[src/rtl/detector_share_arbiter.sv]
// detector_share_arbiter
//   Four serial channels share one 1011 sequence detector (overlapping
//   matches allowed). A round-robin arbiter picks one requesting channel per
//   cycle. The single next-state function then advances that channel's saved
//   state. A detection produces a registered one-cycle hit pulse, and hit_id
//   reports the channel that caused it.
//
//   Optional feature macro: DETECT_CNT_EN
//     When it is defined, the block adds an 8-bit saturating detection
//     counter on port hit_cnt.
//
//   Per-channel detector states:
//     state | meaning
//     S0    | idle, no useful prefix seen
//     S1    | seen "1"
//     S2    | seen "10"
//     S3    | seen "101"
//     S4    | seen "1011" (detected); w[k] is high while here
//   Encodings 101..111 are unreachable. A granted channel in one of them
//   recovers to S0.

module detector_share_arbiter (
  input  logic       clk,
  input  logic       rst,
  input  logic [3:0] req,
  input  logic [3:0] j,
  output logic [3:0] gnt,
  output logic [3:0] w,
  output logic       hit,
  output logic [1:0] hit_id
`ifdef DETECT_CNT_EN
  ,
  output logic [7:0] hit_cnt
`endif
);

  typedef enum logic [2:0] {
    S0 = 3'b000,
    S1 = 3'b001,
    S2 = 3'b010,
    S3 = 3'b011,
    S4 = 3'b100
  } state_t;

  // The state is stored as raw bits, so the unused encodings stay visible
  // to the recovery path.
  logic [2:0] st [4];
  logic [1:0] ptr;

  logic       gnt_any;
  logic [1:0] gnt_idx;
  logic [1:0] cand;
  logic [2:0] cur_st;
  logic       cur_j;
  logic [2:0] nxt_st;
  logic       detect;

  function automatic logic [2:0] next_state(input logic [2:0] s, input logic b);
    logic [2:0] n;
    n = S0;
    case (s)
      S0:      n = b ? S1 : S0;
      S1:      n = b ? S1 : S2;
      S2:      n = b ? S3 : S0;
      S3:      n = b ? S4 : S2;
      S4:      n = b ? S1 : S2;
      default: n = S0;
    endcase
    return n;
  endfunction

  // Round-robin search starting at ptr; the first requester found wins.
  always_comb begin
    gnt     = 4'b0000;
    gnt_any = 1'b0;
    gnt_idx = ptr;
    cand    = ptr;
    for (int i = 0; i < 4; i++) begin
      cand = 2'(ptr + 2'(i));
      if (!gnt_any && req[cand]) begin
        gnt_any = 1'b1;
        gnt_idx = cand;
      end
    end
    if (gnt_any) gnt[gnt_idx] = 1'b1;
  end

  // Shared next-state logic, fed only by the granted channel.
  always_comb begin
    cur_st = st[gnt_idx];
    cur_j  = j[gnt_idx];
    nxt_st = next_state(cur_st, cur_j);
    detect = gnt_any && (cur_st != S4) && (nxt_st == S4);
  end

  // Moore output: decode each channel's saved state.
  always_comb begin
    w = 4'b0000;
    for (int i = 0; i < 4; i++) begin
      w[i] = (st[i] == S4);
    end
  end

  // Update the granted channel's state, advance the pointer, and register the hit.
  always_ff @(posedge clk or negedge rst) begin
    if (!rst) begin
      for (int i = 0; i < 4; i++) begin
        st[i] <= S0;
      end
      ptr    <= 2'd0;
      hit    <= 1'b0;
      hit_id <= 2'd0;
    end else begin
      hit <= 1'b0;
      if (gnt_any) begin
        st[gnt_idx] <= nxt_st;
        ptr         <= gnt_idx + 2'd1;
        if (detect) begin
          hit    <= 1'b1;
          hit_id <= gnt_idx;
        end
      end
    end
  end

`ifdef DETECT_CNT_EN
  // Count the cycles in which hit is high; hold at 255 instead of wrapping.
  always_ff @(posedge clk or negedge rst) begin
    if (!rst) begin
      hit_cnt <= 8'd0;
    end else if (hit && (hit_cnt != 8'hFF)) begin
      hit_cnt <= hit_cnt + 8'd1;
    end
  end
`endif

endmodule

[config.mk]
export PLATFORM = sky130hd
export DESIGN_NAME = detector_share_arbiter
export DESIGN_NICKNAME = d
export VERILOG_FILES = /design/src/rtl/detector_share_arbiter.sv
export SDC_FILE = /design/constraint.sdc
export NUM_CORES = 1
export LEC_CHECK = 0
export BUFFER_PORTS_ARGS = -buffer_cell sky130_fd_sc_hd__buf_2
export CORE_ASPECT_RATIO = 0.9
export CORE_MARGIN = 2
export CORE_UTILIZATION = 45
export CTS_CLUSTER_SIZE = 25
export DETAILED_ROUTE_END_ITERATION = 7
export PLACE_DENSITY_LB_ADDON = 0.3
export REMOVE_ABC_BUFFERS = 1
export SETUP_SLACK_MARGIN = 0.05
export SLEW_MARGIN = 15
export SYNTH_ARGS = -nofsm -noshare
export SYNTH_HDL_FRONTEND = slang
export SYNTH_SLANG_ARGS = --single-unit
[constraint.sdc]
create_clock -name clk -period 7.4 [get_ports clk]
set_input_delay 1.48 -clock clk [delete_from_list [all_inputs] [get_ports clk]]
set_output_delay 1.48 -clock clk [all_outputs]
set_load 0.05 [all_outputs]
==> out/results.md <==
| Parameter | Reported | Unit |
|---|---|---|
| Outcome | complete, no violations | - |
| Number of instances resized during post-cts repair | 0 | - |
| Max FO, Critical Path | 8 | - |
| Clock skew | 5.86 | ps |
| Classification of the worst-slack hold path | flop to flop | - |
| Fin. Hold Viols | 0 | - |
| Post CTS Setup Buffer Count | 0 | - |
| Critical path start-end classification | input port to output pin | - |
| Count of antenna diodes in the layout | 0 | - |
| Die X-Extent | 55.6 | um |
| Clock-pin slew reported for the worst setup and hold paths after clock tree synthesis | 90 | ps |
| Gr ovfl total | 0 | - |
| Area overhead of the layout relative to synthesis | 14.8 | % |
| Post-synthesis sequential element count | 17 | - |
| Busiest grt layer | met2 | - |
| Hold buffers post-CTS | 0 | - |
| Yosys warnings | 0 | - |
| Final worst path period share | 62.8 | % |
| GR Util met2 | 30.8 | % |
| Number of H-tree branching levels | 1 | - |
| Critical path's largest stage delay | 460 | ps |
| Number of placed I/O pins | 21 | - |
| Final setup margin | 2760 | ps |
| Buffer cell driving the clock tree root | sky130_fd_sc_hd__clkbuf_4 | - |
| Fin. max-slew vios | 0 | - |
| Worst path slowest cell | sky130_fd_sc_hd__o21ai_1 | - |
| Wire length per cell | 15.0 | um |
| Mapped cell area | 1080 | sq um |
| Static leakage | 0.589 | nW |
| Half-perimeter wire length after detailed placement | 2.01 | mm |
| Pin count of the biggest net entering global routing | 18 | - |
| CTS Buffer Depth | 2 | - |
| Drt via density | 5.82 | - |
| Remaining routing DRC violations | 0 | - |
| Buffers added on ports | 20 | - |
| Worst slew pin tran | 676 | ps |
| Die footprint | 2810 | sq um |
| Final setup viols | 0 | - |
| Post-synth EDFFs | 0 | - |
| Launching element of the worst setup path | req[2] | - |
| Net count, final | 159 | - |
| Clock latency at the later pin of the worst-skew pair | 300 | ps |
| Detailed Route Iter0 Violations | 31 | - |
| Endpoint class of the critical path | output pin | - |
| Data required time of the critical path | 5920 | ps |
| Antenna violations before repair | 0 | - |
| Number of global-route vias before repair | 936 | - |
| Number of instances in the synthesized netlist | 120 | - |
| Unrepaired setup endpoints after global routing | false | - |
| Most frequent CP cell | sky130_fd_sc_hd__buf_2 | - |
| Critical Path Source Type | input port | - |
| Arrival time reported for the critical path endpoint | 3160 | ps |
| Setup tns final | 0 | ps |
| Critical path cell sequence | buf_2 -> nor2b_1 -> o21ai_1 -> nand2_4 -> inv_2 -> ha_1 -> nand2_1 -> inv_1 -> buf_2 | - |
| Placeable Area | 2220 | sq um |
| FFs w/ async S/R, synth | 100 | % |
| Total power draw | 0.578 | mW |
| Pwr dens | 466 | nW/um^2 |
| GRT Util Overall | 20.0 | % |
| Global routing usage on met1 | 27.5 | % |
| Effective utilization at floorplan | 48.6 | % |
| Storage element area | 425 | sq um |
| Wire length of the first global-routing pass | 4.32 | mm |
| Distinct cells, synth | 37 | - |
| FMAX | 215 | MHz |
| Area of the multi-input gates | 624 | sq um |
| Layout filler cell count | 194 | - |
| Number of clock buffers inserted by TritonCTS | 3 | - |
| Fraction of layout instances using a drive strength above 1 | 21.5 | % |
| Vertical extent of the die | 50.5 | um |
| Detailed-routing iteration count for the pre-antenna-repair pass | 4 | - |
| Startpoint of the worst register-to-register path | ptr[1]$_DFFE_PN0P_ | - |
| Clock period minus worst slack | 4640 | ps |
| Global routing met3 resource utilization | 5.93 | % |
| Sink Count | 17 | - |
| Sequential cell area fraction in the yosys report | 39.4 | % |
| Global placement routability congestion | 0.896 | - |
| Wire length reported by the detailed router | 2.56 | mm |
| Relative slew slack | 54.5 | % |
| Pre-CTS setup slack | 2790 | ps |
| Via Count | 995 | - |
| Number of routed nets with antenna violations | 0 | - |
| Synthesized area divided by synthesized cell count | 9.00 | sq um |
| Worst hold path startpoint | hit_id[0]$_DFFE_PN0P_ | - |
| CTS tree | built | - |
| Top flip-flop cell by instance count after synthesis | sky130_fd_sc_hd__dfrtp_1 | - |
| Core Rows | 16 | - |
| Peak VDD IR | 0.000241 | V |
| Max Cap Viol | 0 | - |
[flip-flops by register name, summed over array words and instances, names as in the netlist]
register  flops
st           12
hit_id        2
ptr           2
hit           1
[where the power goes]
| group | internal [mW] | switching [mW] |
|---|---|---|
| Combinational | 0.112 | 0.252 |
| Sequential | 0.133 | 0.0328 |
| Clock | 0.0211 | 0.0288 |
| Total | 0.265 | 0.313 |
[critical path, delay by kind of cell]
kind                       cells  cell delay, ps
AOI/OAI and AO/OA              1             460
adders and majority gates      1             150
buffers and inverters          4             650
and+or+nand+nor                3             410
[path summary, 6_finish.rpt]
| check | cells after the start | slack (ps) | end |
|---|---|---|---|
| min in group asynchronous | 1 | 1080 | ptr[1]$_DFFE_PN0P_ |
| setup reg to reg | 7 | 4670 | hit_id[1]$_DFFE_PN0P_ |
| max in group asynchronous | 1 | 6040 | st[2]$_DFFE_PN0P_ |
| hold reg to reg | 1 | 500 | hit_id[0]$_DFFE_PN0P_ |
| setup / recovery | 9 | 2760 | gnt[1] |
| hold / removal | 1 | 500 | hit_id[0]$_DFFE_PN0P_ |
[cell usage after synthesis (2+ instances only)]
cell                       instances  area share [%]
sky130_fd_sc_hd__a32oi_1           2             1.6
sky130_fd_sc_hd__nand2_1          21             7.3
sky130_fd_sc_hd__nor2b_1           4             2.3
sky130_fd_sc_hd__a21oi_1           3             1.4
sky130_fd_sc_hd__o21ai_0           4             1.9
sky130_fd_sc_hd__a221oi_2          2             2.8
sky130_fd_sc_hd__nor3b_1           4             2.8
sky130_fd_sc_hd__nand3_1           7             3.2
sky130_fd_sc_hd__o21ai_1           5             2.3
sky130_fd_sc_hd__o31ai_1           2             1.4
sky130_fd_sc_hd__mux2_1            2             2.1
sky130_fd_sc_hd__a31oi_1           4             2.3
sky130_fd_sc_hd__inv_1             7             2.4
sky130_fd_sc_hd__dfrtp_1          17              39
sky130_fd_sc_hd__and2_1            4             2.3
sky130_fd_sc_hd__ha_1              4             4.6
sky130_fd_sc_hd__nor2_1            8             2.8
[cell type report]
class                           instances  share of cell area (%)
Clock buffer                            4                    2.12
Inverter                                8                    2.42
Multi-Input combinational cell         95                    50.4
Sequential cell                        17                    34.3
Tap cell                               27                    2.72
Timing Repair Buffer                   20                    8.07
[logic make-up (layout without fill, tap and decap cells)]
kind of cell / after synthesis / count (layout) / share of synthesized area [%]
simple gates: 54 / 54 / 26.4
compound gates: 34 / 34 / 23.8
flops: 17 / 17 / 39.4
buf+inv: 8 / 32 / 2.78
fa+ha+maj: 5 / 5 / 5.56
mux: 2 / 2 / 2.09
[cell usage in the layout (no fill, tap or decap), types with 2 or more instances in the layout]
master	synthesis	routed
sky130_fd_sc_hd__inv_1	7	7
sky130_fd_sc_hd__clkbuf_4	0	3
sky130_fd_sc_hd__mux2_1	2	2
sky130_fd_sc_hd__o31ai_1	2	2
sky130_fd_sc_hd__nor3b_1	4	4
sky130_fd_sc_hd__dfrtp_1	17	17
sky130_fd_sc_hd__o21ai_1	5	5
sky130_fd_sc_hd__ha_1	4	4
sky130_fd_sc_hd__a32oi_1	2	2
sky130_fd_sc_hd__nand3_1	7	7
sky130_fd_sc_hd__and2_1	4	4
sky130_fd_sc_hd__nor2b_1	4	4
sky130_fd_sc_hd__a221oi_2	2	2
sky130_fd_sc_hd__a21oi_1	3	3
sky130_fd_sc_hd__nand2_1	21	21
sky130_fd_sc_hd__buf_2	0	20
sky130_fd_sc_hd__a31oi_1	4	4
sky130_fd_sc_hd__nor2_1	8	8
sky130_fd_sc_hd__o21ai_0	4	4
[metal layers]
layer  wire, um  vias to the layer above
li1           -                      492
met1       1200                      469
met2       1180                       32
met3        173                        2
met4         14                        0
met5          0                        -
[stage by stage]
stage	instance area, sq um	hold slack (ps)	std cells	utilization, %
2_1_floorplan	1080	461	120	-
3_3_place_gp	1210	465	167	54.6
3_5_place_dp	1210	482	167	54.6
4_1_cts	1240	504	171	55.8
5_1_grt	1240	537	171	55.8
6_report	1240	502	171	55.8
Power figures use the tool's default switching activity.
